File: src/rtl/riscv_soc_pkg.sv
// Shared SoC definitions: PLIC sizing and interrupt gateway types.
package riscv_soc_pkg;

    localparam int unsigned CFG_PLIC_IRQ_TOTAL    = 73;
    localparam int unsigned CFG_PLIC_GW_CNT_WIDTH = 3;
    localparam int unsigned CFG_PLIC_ID_WIDTH     = 10;

    typedef enum logic [1:0] {
        IDLE,
        PEND,
        CLAIMED
    } plic_gw_state_type;

endpackage

File: src/rtl/plic_gateway_src.sv
// One interrupt source: edge detector, IDLE/PEND/CLAIMED tracker and a saturating
// counter of edges queued while the source is busy.
module plic_gateway_src
    import riscv_soc_pkg::*;
(
    input  logic clk,
    input  logic rst,
    input  logic irq,
    input  logic edge_mode,
    input  logic claim_hit,
    input  logic complete_hit,
    output logic pending,
    output logic claimed,
    output logic overflow
);

    localparam logic [CFG_PLIC_GW_CNT_WIDTH-1:0] CntMax = '1;
    localparam logic [CFG_PLIC_GW_CNT_WIDTH-1:0] CntOne = CFG_PLIC_GW_CNT_WIDTH'(1);

    plic_gw_state_type                state_q, state_d;
    logic [CFG_PLIC_GW_CNT_WIDTH-1:0] cnt_q, cnt_d, cnt_eff;
    logic                             irq_q;
    logic                             ovf_q, ovf_d;
    logic                             edge_det, trig, queue_edge;

    always_ff @(posedge clk) begin
        if (rst) begin
            state_q <= IDLE;
            cnt_q   <= '0;
            irq_q   <= 1'b0;
            ovf_q   <= 1'b0;
        end else begin
            state_q <= state_d;
            cnt_q   <= cnt_d;
            irq_q   <= irq;
            ovf_q   <= ovf_d;
        end
    end

    always_comb begin
        edge_det   = irq & ~irq_q;
        trig       = edge_mode ? edge_det : irq;
        // A mode switch to level discards queued edges in the same cycle.
        cnt_eff    = edge_mode ? cnt_q : '0;
        state_d    = state_q;
        cnt_d      = cnt_eff;
        ovf_d      = ovf_q;
        queue_edge = 1'b0;

        unique case (state_q)
            IDLE: begin
                if (trig) state_d = PEND;
            end
            PEND: begin
                if (claim_hit) state_d = CLAIMED;
                queue_edge = edge_mode & edge_det;
            end
            CLAIMED: begin
                if (complete_hit) begin
                    // A new edge arriving with completion replaces the dequeued one.
                    if (edge_mode & edge_det) begin
                        state_d = PEND;
                    end else if (cnt_eff != '0) begin
                        state_d = PEND;
                        cnt_d   = cnt_eff - CntOne;
                    end else begin
                        state_d = IDLE;
                    end
                end else begin
                    queue_edge = edge_mode & edge_det;
                end
            end
            default: state_d = IDLE;
        endcase

        if (queue_edge) begin
            if (cnt_eff == CntMax) ovf_d = 1'b1;
            else                   cnt_d = cnt_eff + CntOne;
        end
    end

    assign pending  = (state_q == PEND);
    assign claimed  = (state_q == CLAIMED);
    assign overflow = ovf_q;

endmodule

File: src/rtl/plic_gateway.sv
// PLIC interrupt gateway: decodes claim/complete IDs and assembles per-source status buses.
module plic_gateway
    import riscv_soc_pkg::*;
#(
    parameter int unsigned irqmax = CFG_PLIC_IRQ_TOTAL
) (
    input  logic                         i_clk,
    input  logic                         i_rst,
    input  logic [irqmax-1:0]            i_irq,
    input  logic [irqmax-1:0]            i_edge_mode,
    output logic [irqmax-1:0]            o_pending,
    input  logic                         i_claim_valid,
    input  logic [CFG_PLIC_ID_WIDTH-1:0] i_claim_id,
    input  logic                         i_complete_valid,
    input  logic [CFG_PLIC_ID_WIDTH-1:0] i_complete_id,
    output logic [irqmax-1:0]            o_claimed,
    output logic [irqmax-1:0]            o_overflow
);

    // Source 0 is reserved and has no gateway.
    logic unused_bit0;
    assign unused_bit0   = i_irq[0] | i_edge_mode[0];
    assign o_pending[0]  = 1'b0;
    assign o_claimed[0]  = 1'b0;
    assign o_overflow[0] = 1'b0;

    for (genvar n = 1; n < int'(irqmax); n++) begin : g_src
        logic claim_hit, complete_hit;

        assign claim_hit    = i_claim_valid &&
                              (i_claim_id == CFG_PLIC_ID_WIDTH'(n));
        assign complete_hit = i_complete_valid &&
                              (i_complete_id == CFG_PLIC_ID_WIDTH'(n));

        plic_gateway_src u_src (
            .clk          (i_clk),
            .rst          (i_rst),
            .irq          (i_irq[n]),
            .edge_mode    (i_edge_mode[n]),
            .claim_hit    (claim_hit),
            .complete_hit (complete_hit),
            .pending      (o_pending[n]),
            .claimed      (o_claimed[n]),
            .overflow     (o_overflow[n])
        );
    end

endmodule

File: config.mk
export PLATFORM = sky130hd
export DESIGN_NAME = plic_gateway
export DESIGN_NICKNAME = d
export VERILOG_FILES = /design/src/rtl/riscv_soc_pkg.sv /design/src/rtl/plic_gateway_src.sv /design/src/rtl/plic_gateway.sv
export SDC_FILE = /design/constraint.sdc
export NUM_CORES = 2
export LEC_CHECK = 0
export ABC_AREA = 1
export BUFFER_PORTS_ARGS = -buffer_cell sky130_fd_sc_hd__buf_2
export CORE_MARGIN = 4
export CORE_UTILIZATION = 30
export CTS_BUF_LIST = sky130_fd_sc_hd__clkbuf_4 sky130_fd_sc_hd__clkbuf_8 sky130_fd_sc_hd__clkbuf_16
export DETAILED_ROUTE_END_ITERATION = 8
export SYNTH_ARGS = -nofsm -noshare
export SYNTH_HDL_FRONTEND = slang
export SYNTH_HIERARCHICAL = 1
export SYNTH_SLANG_ARGS = --single-unit
File: constraint.sdc
create_clock -name i_clk -period 3.5 [get_ports i_clk]
set_clock_uncertainty 0.2 [all_clocks]
set_input_delay 0.525 -clock i_clk [delete_from_list [all_inputs] [get_ports i_clk]]
set_output_delay 0.525 -clock i_clk [all_outputs]
set_load 0.02 [all_outputs]
# Yosys cells after proc, flatten, opt, wreduce, memory -nomap -nowiden

Index checks and enable logic that the tools add are counted.
Widths: inputs -> output; s select.

Bits in registers: 504
Input port bits: 170
Output and inout bits: 219

Add/subtract/negate cells: 144
Equal/unequal tests: 576
Muxes and demuxes: 1152
Bitwise operators: 216
Reductions and logical operators: 432

Operators by type and width:

| kind                | number |
|---|---|
| $mux 3              | 504 |
| $eq 10x6->1 const B | 64 |
| $mux 2              | 288 |
| $pmux 2 s3          | 72 |
| $eq 10x5->1 const B | 32 |
| $ne 2x2->1 const B  | 144 |
| $add 3x1->3 const B | 72 |
| $eq 3x3->1 const B  | 72 |
| $mux 1              | 216 |
| $reduce_and 3->1    | 72 |
| $reduce_bool 3->1   | 72 |
| $sub 3x1->3 const B | 72 |
| $eq 10x7->1 const B | 18 |
| $eq 10x4->1 const B | 16 |
| $and 1x1->1         | 144 |
| $eq 2x1->1 const B  | 72 |
| $eq 2x2->1 const B  | 72 |
| $logic_and 1x1->1   | 144 |
| $logic_not 2->1     | 72 |
| $ne 2x1->1 const B  | 72 |
| $pmux 1 s2          | 72 |
| $reduce_and 2->1    | 72 |
| $eq 10x3->1 const B | 8 |
| $not 1->1           | 72 |
| other kinds (2)     | 6 |

# Longest topological paths before layout

Depth after elaboration: 8
Gate-level depth with buffers: 14

# Cells and area by module

Netlist, hierarchy kept.

Modules (own cells, without submodules):

| module                                  | instances | cells an instance | area each (um2) | sequential area each (um2) |
|---|---|---|---|---|
| plic_gateway_src at g_src[10].u_src ... | 45        | 85                | 568.0           | 140.1 |
| plic_gateway_src at g_src[49].u_src ... | 27        | 85                | 558.0           | 140.1 |
| plic_gateway                            | 1         | 279               | 1198.6          | 0.0 |

# Least setup slack after synthesis

No wires, ideal clock.

Kind: input to register
Start point: input port i_complete_id[8]
End point: register g_src[42].u_src.cnt_q[1]
Setup time: 0.115 ns
Data arrival time: 1.637 ns
Required time: 3.185 ns
Path slack: 1.548 ns
Stages on the path: 13
Path through: inv_1 -> nand2_1 -> nor2_4 -> buf_6 -> nand2_1 -> nor2_1 -> inv_1 -> nand2_1 -> nand2_1 -> nand3_4 -> clkinv_1 -> nor2_1 -> nor2_1

Cells in the longest elaborated chain, start to end: 6
Elaborated cells between the ends (all ways): 8
Classes of those cells: 1 x eq/ne; 6 x mux; 1 x reduce/logical

Ends and longest elaborated chain:

| what                             | RTL line               | text |
|---|---|---|
| start, declared                  | plic_gateway.sv:15     | `input logic [CFG_PLIC_ID_WIDTH-1:0] i_complete_id,` |
| $eq 10x6->1 (*)                  | plic_gateway.sv:33     | `(i_complete_id == CFG_PLIC_ID_WIDTH'(n));` |
| $logic_and 1x1->1 (*)            | plic_gateway.sv:32     | `assign complete_hit = i_complete_valid &&` |
| named net g_src[42].complete_hit | plic_gateway.sv:28     | `logic claim_hit, complete_hit;` |
| $mux 3                           | plic_gateway_src.sv:59 | `if (complete_hit) begin` |
| $mux 3                           | plic_gateway_src.sv:50 | `unique case (state_q)` |
| $mux 3                           | plic_gateway_src.sv:77 | `if (cnt_eff == CntMax) ovf_d = 1'b1;` |
| $mux 3 (*)                       | plic_gateway_src.sv:76 | `if (queue_edge) begin` |
| end signal, assigned             | plic_gateway_src.sv:34 | `cnt_q <= cnt_d;` |
| end, declared                    | plic_gateway_src.sv:21 | `logic [CFG_PLIC_GW_CNT_WIDTH-1:0] cnt_q, cnt_d, cnt_eff;` |

The timed path passes the listed nets; every way through them passes the cells marked *.
A chain may end at the register's enable or synchronous reset.

# Worst setup path after layout

Start point: register g_src[23].u_src.state_q[0]
End point: output port o_claimed[23]

Cells in the longest elaborated chain, start to end: 1

Ends and longest elaborated chain:

| what                   | RTL line               | text |
|---|---|---|
| start, declared        | plic_gateway_src.sv:20 | `plic_gw_state_type state_q, state_d;` |
| start signal, assigned | plic_gateway_src.sv:33 | `state_q <= state_d;` |
| $eq 2x2->1             | plic_gateway_src.sv:83 | `assign claimed = (state_q == CLAIMED);` |
| end, declared          | plic_gateway.sv:16     | `output logic [irqmax-1:0] o_claimed,` |

Every way passes these cells.

==> results.yml <==
run_status:
  status: "completed"
floorplanning:
  die_h_um: 381.4
  die_w_um: 381.4
  initial_core_util: 0.3031
  pin_count: 389
  core_mm2: 0.1380
  dieArea_mm2: 0.1455
  rows: 136
routing:
  drtAntennaViolNets: 0
  wl_mm: 117.6
  drtIter0Drc: 1896
  vias_per_cell: 4.365
  route.detailed.drc: 0
  wl_per_cell_um: 13.24
  routed-via-count: 38790
  drtPass1Iterations: 5
cts:
  cts.repair.resized: 0
  cts_max_level: 3
  cts_hold_buf: 83
  cts_tree: "yes"
  cts_buffers: 73
  cts_setup_buffers: 0
  clock_sinks: 504
  root_buffer: "clkbuf_16"
  clk_path_buf_depth: 3
  clock_latency_ps: 670
  cts.clk_slew.worst_paths_ps: 60
setup_path:
  crit_family: "buffers and inverters"
  r2r_slack_ps: 1780
  r2r-start: "g_src[56].u_src/cnt_q[0]"
  cp_max_fo: 4
  rr_worst_depth: 7
  reg2reg_to: "g_src[56].u_src/cnt_q[1]"
  cp-end-kind: "output port"
  crit_chain: "inv_1 -> ha_1 -> buf_2"
  cp-start-kind: "register"
  slowest_delay_ps: 340
  cp_data_required_time_ps: 2770
  crit_buf_inv: 2
  cp_slowest_cell: "dfxtp_1"
  cp.arrival_ps: 1650
  worstSetupPathType: "reg2out"
layout:
  stdcell_count: 8885
  drive_gt1_frac: 0.1294
  design_area_mm2: 0.04952
  mostFrequentLayoutCells: "nand2_1, inv_1, nor2_1"
  final_common_cell: "nand2_1"
  syn2layout_area_growth_pct: 18.39
  nets: 7704
grt:
  overflow: 0
  grt_pass1_vias: 36480
  grt_pass1_wl_mm: 187.4
  grt_max_degree: 52
  antenna_found_initial: 22
  track_usage: 0.1586
placed_design:
  place_area_mm2: 0.04628
  gp_congestion: 0.8509
  dpl.hpwl_mm: 91.80
  port_buffers: 383
  placedCellCount: 8663
pwr:
  p_switching_w: 0.01266
  power.internal_w: 0.01550
  leakage_nw: 27.48
  seq_power_share: 0.274
  vdd_ir_drop_max_mv: 0.3501
  sw_frac_of_total: 0.4495
  power_w: 0.02816
  power.density_mw_per_mm2: 568.7
  power_frac_clock: 0.263
  comb_power_share: 0.463
synthesis:
  yosys.area.top_type_share: 0.2412
  yosysTopAreaCell: "dfxtp_1"
  yosysWarnings: 6
  yosys-top-cells-area: "dfxtp_1, ha_1, nand2_1"
  seq_area_frac_synth: 0.2412
  netlist_instances: 6399
  syn_area_mm2: 0.04183
  synth.avg_cell_area_um2: 6.537
  ys_ff_latch: 504
  synth_cell_types: 23
timing:
  fin_tns_setup_ps: 0
  maxSlewHeadroom: 0.4780
  hold_viol_final: 0
  max_freq_ghz: 0.4213
  worst_pin_slew_ps: 780.3
  post-route-period-util: 0.6782
  rsz0062_at_grt: "false"
  drv_slew: 0
  period_needed_ps: 2374
  holdWs_ps: 92.57
  finalSetupViolations: 0
flow_run:
  max-cap-violations: 0
worst_hold_path:
  hold_class: "in2reg"
  whs_endpoint: "g_src[51].u_src/cnt_q[0]"
  worstHoldStart: "i_edge_mode[51]"
  hold_path_depth: 4
==> per-layer routing <==
layer / part of all wire / vias to the layer above / GRT usage / wire [um]
met3: 0.061 / 142 / 0.03649 / 7116
li1: - / 20600 / - / -
met5: 0.00035 / - / 0 / 41
met4: 0.024 / 6 / 0.04322 / 2828
met1: 0.45 / 17410 / 0.1977 / 52660
met2: 0.47 / 622 / 0.2733 / 54950
==> worst register-to-register path, cell delays in order, from the launching register on <==
cell and delay (ps):
dfxtp_1 320, o21ai_0 420, ha_1 300, inv_1 70, nand4_1 90, nand2_1 60, nor2_1 110, nor2_1 50
==> cell usage after synthesis (all sizes together) <==
master	count
nand3b	46
buf	12
clkinv	45
dfxtp	504
ha	576
o21ai	315
conb	1
nand2	1684
nand3	509
nand4	73
nor2	930
inv	1416
a21oi	288
==> logic make-up after synthesis <==
logic type	after synthesis	share of synthesized area
AOI/OAI and AO/OA	603	0.07215
adders and majority gates	576	0.1723
buffers and inverters	1473	0.1335
DFF	504	0.2412
other	1	0.00008965
and+or+nand+nor	3242	0.3807
==> registers in the layout, summed over array words and instances, names as in the netlist <==
signal / count
g_src.u_src/cnt_q: 216
g_src.u_src/irq_q: 72
g_src.u_src/overflow: 72
g_src.u_src/state_q: 144
==> cell type report <==
| type | count | area [um2] |
|---|---|---|
| Clock buffer | 111 | 2222 |
| Tap cell | 1863 | 2331 |
| Clock inverter | 15 | 156.4 |
| Antenna cell | 13 | 32.53 |
| Sequential cell | 504 | 10090 |
| Timing Repair Buffer | 494 | 3043 |
| Multi-Input combinational cell | 4424 | 26160 |
| Fill cell | 14720 | 88480 |
| Inverter | 1461 | 5484 |
==> power groups by stage <==
stage / Combinational [W] / Clock [W] / Sequential (W)
floorplan: 0.0100 / 0 / 0.00759
global placement: 0.0128 / 0 / 0.00778
detailed placement: 0.0130 / 0 / 0.00784
CTS: 0.0131 / 0.00776 / 0.00771
global route: 0.0151 / 0.00795 / 0.00788
finish: 0.0130 / 0.00740 / 0.00772
==> metrics by stage <==
step / setup slack [ps] / util
floorplan: 1548 / -
global placement: 529.8 / 0.3353
detailed placement: 500.1 / 0.3353
CTS: 1009 / 0.3586
global route: 968.6 / 0.3586
finish: 1126 / 0.3588
==> how the worst max path moves through the flow <==
stage | slack [ps] | startpoint | depth (start not counted) | end
after global routing | 970 | g_src[23].u_src/state_q[0] | 3 | o_claimed[23]
after detailed placement | 500 | i_complete_id[7] | 12 | g_src[39].u_src/cnt_q[1]
after floorplan | 1550 | i_complete_id[8] | 13 | g_src[42].u_src/cnt_q[1]
final | 1130 | g_src[23].u_src/state_q[0] | 3 | o_claimed[23]
after global placement | 530 | i_complete_id[7] | 12 | g_src[36].u_src/cnt_q[1]
after CTS | 1010 | g_src[23].u_src/state_q[0] | 3 | o_claimed[23]
Power figures use the tool's default switching activity.
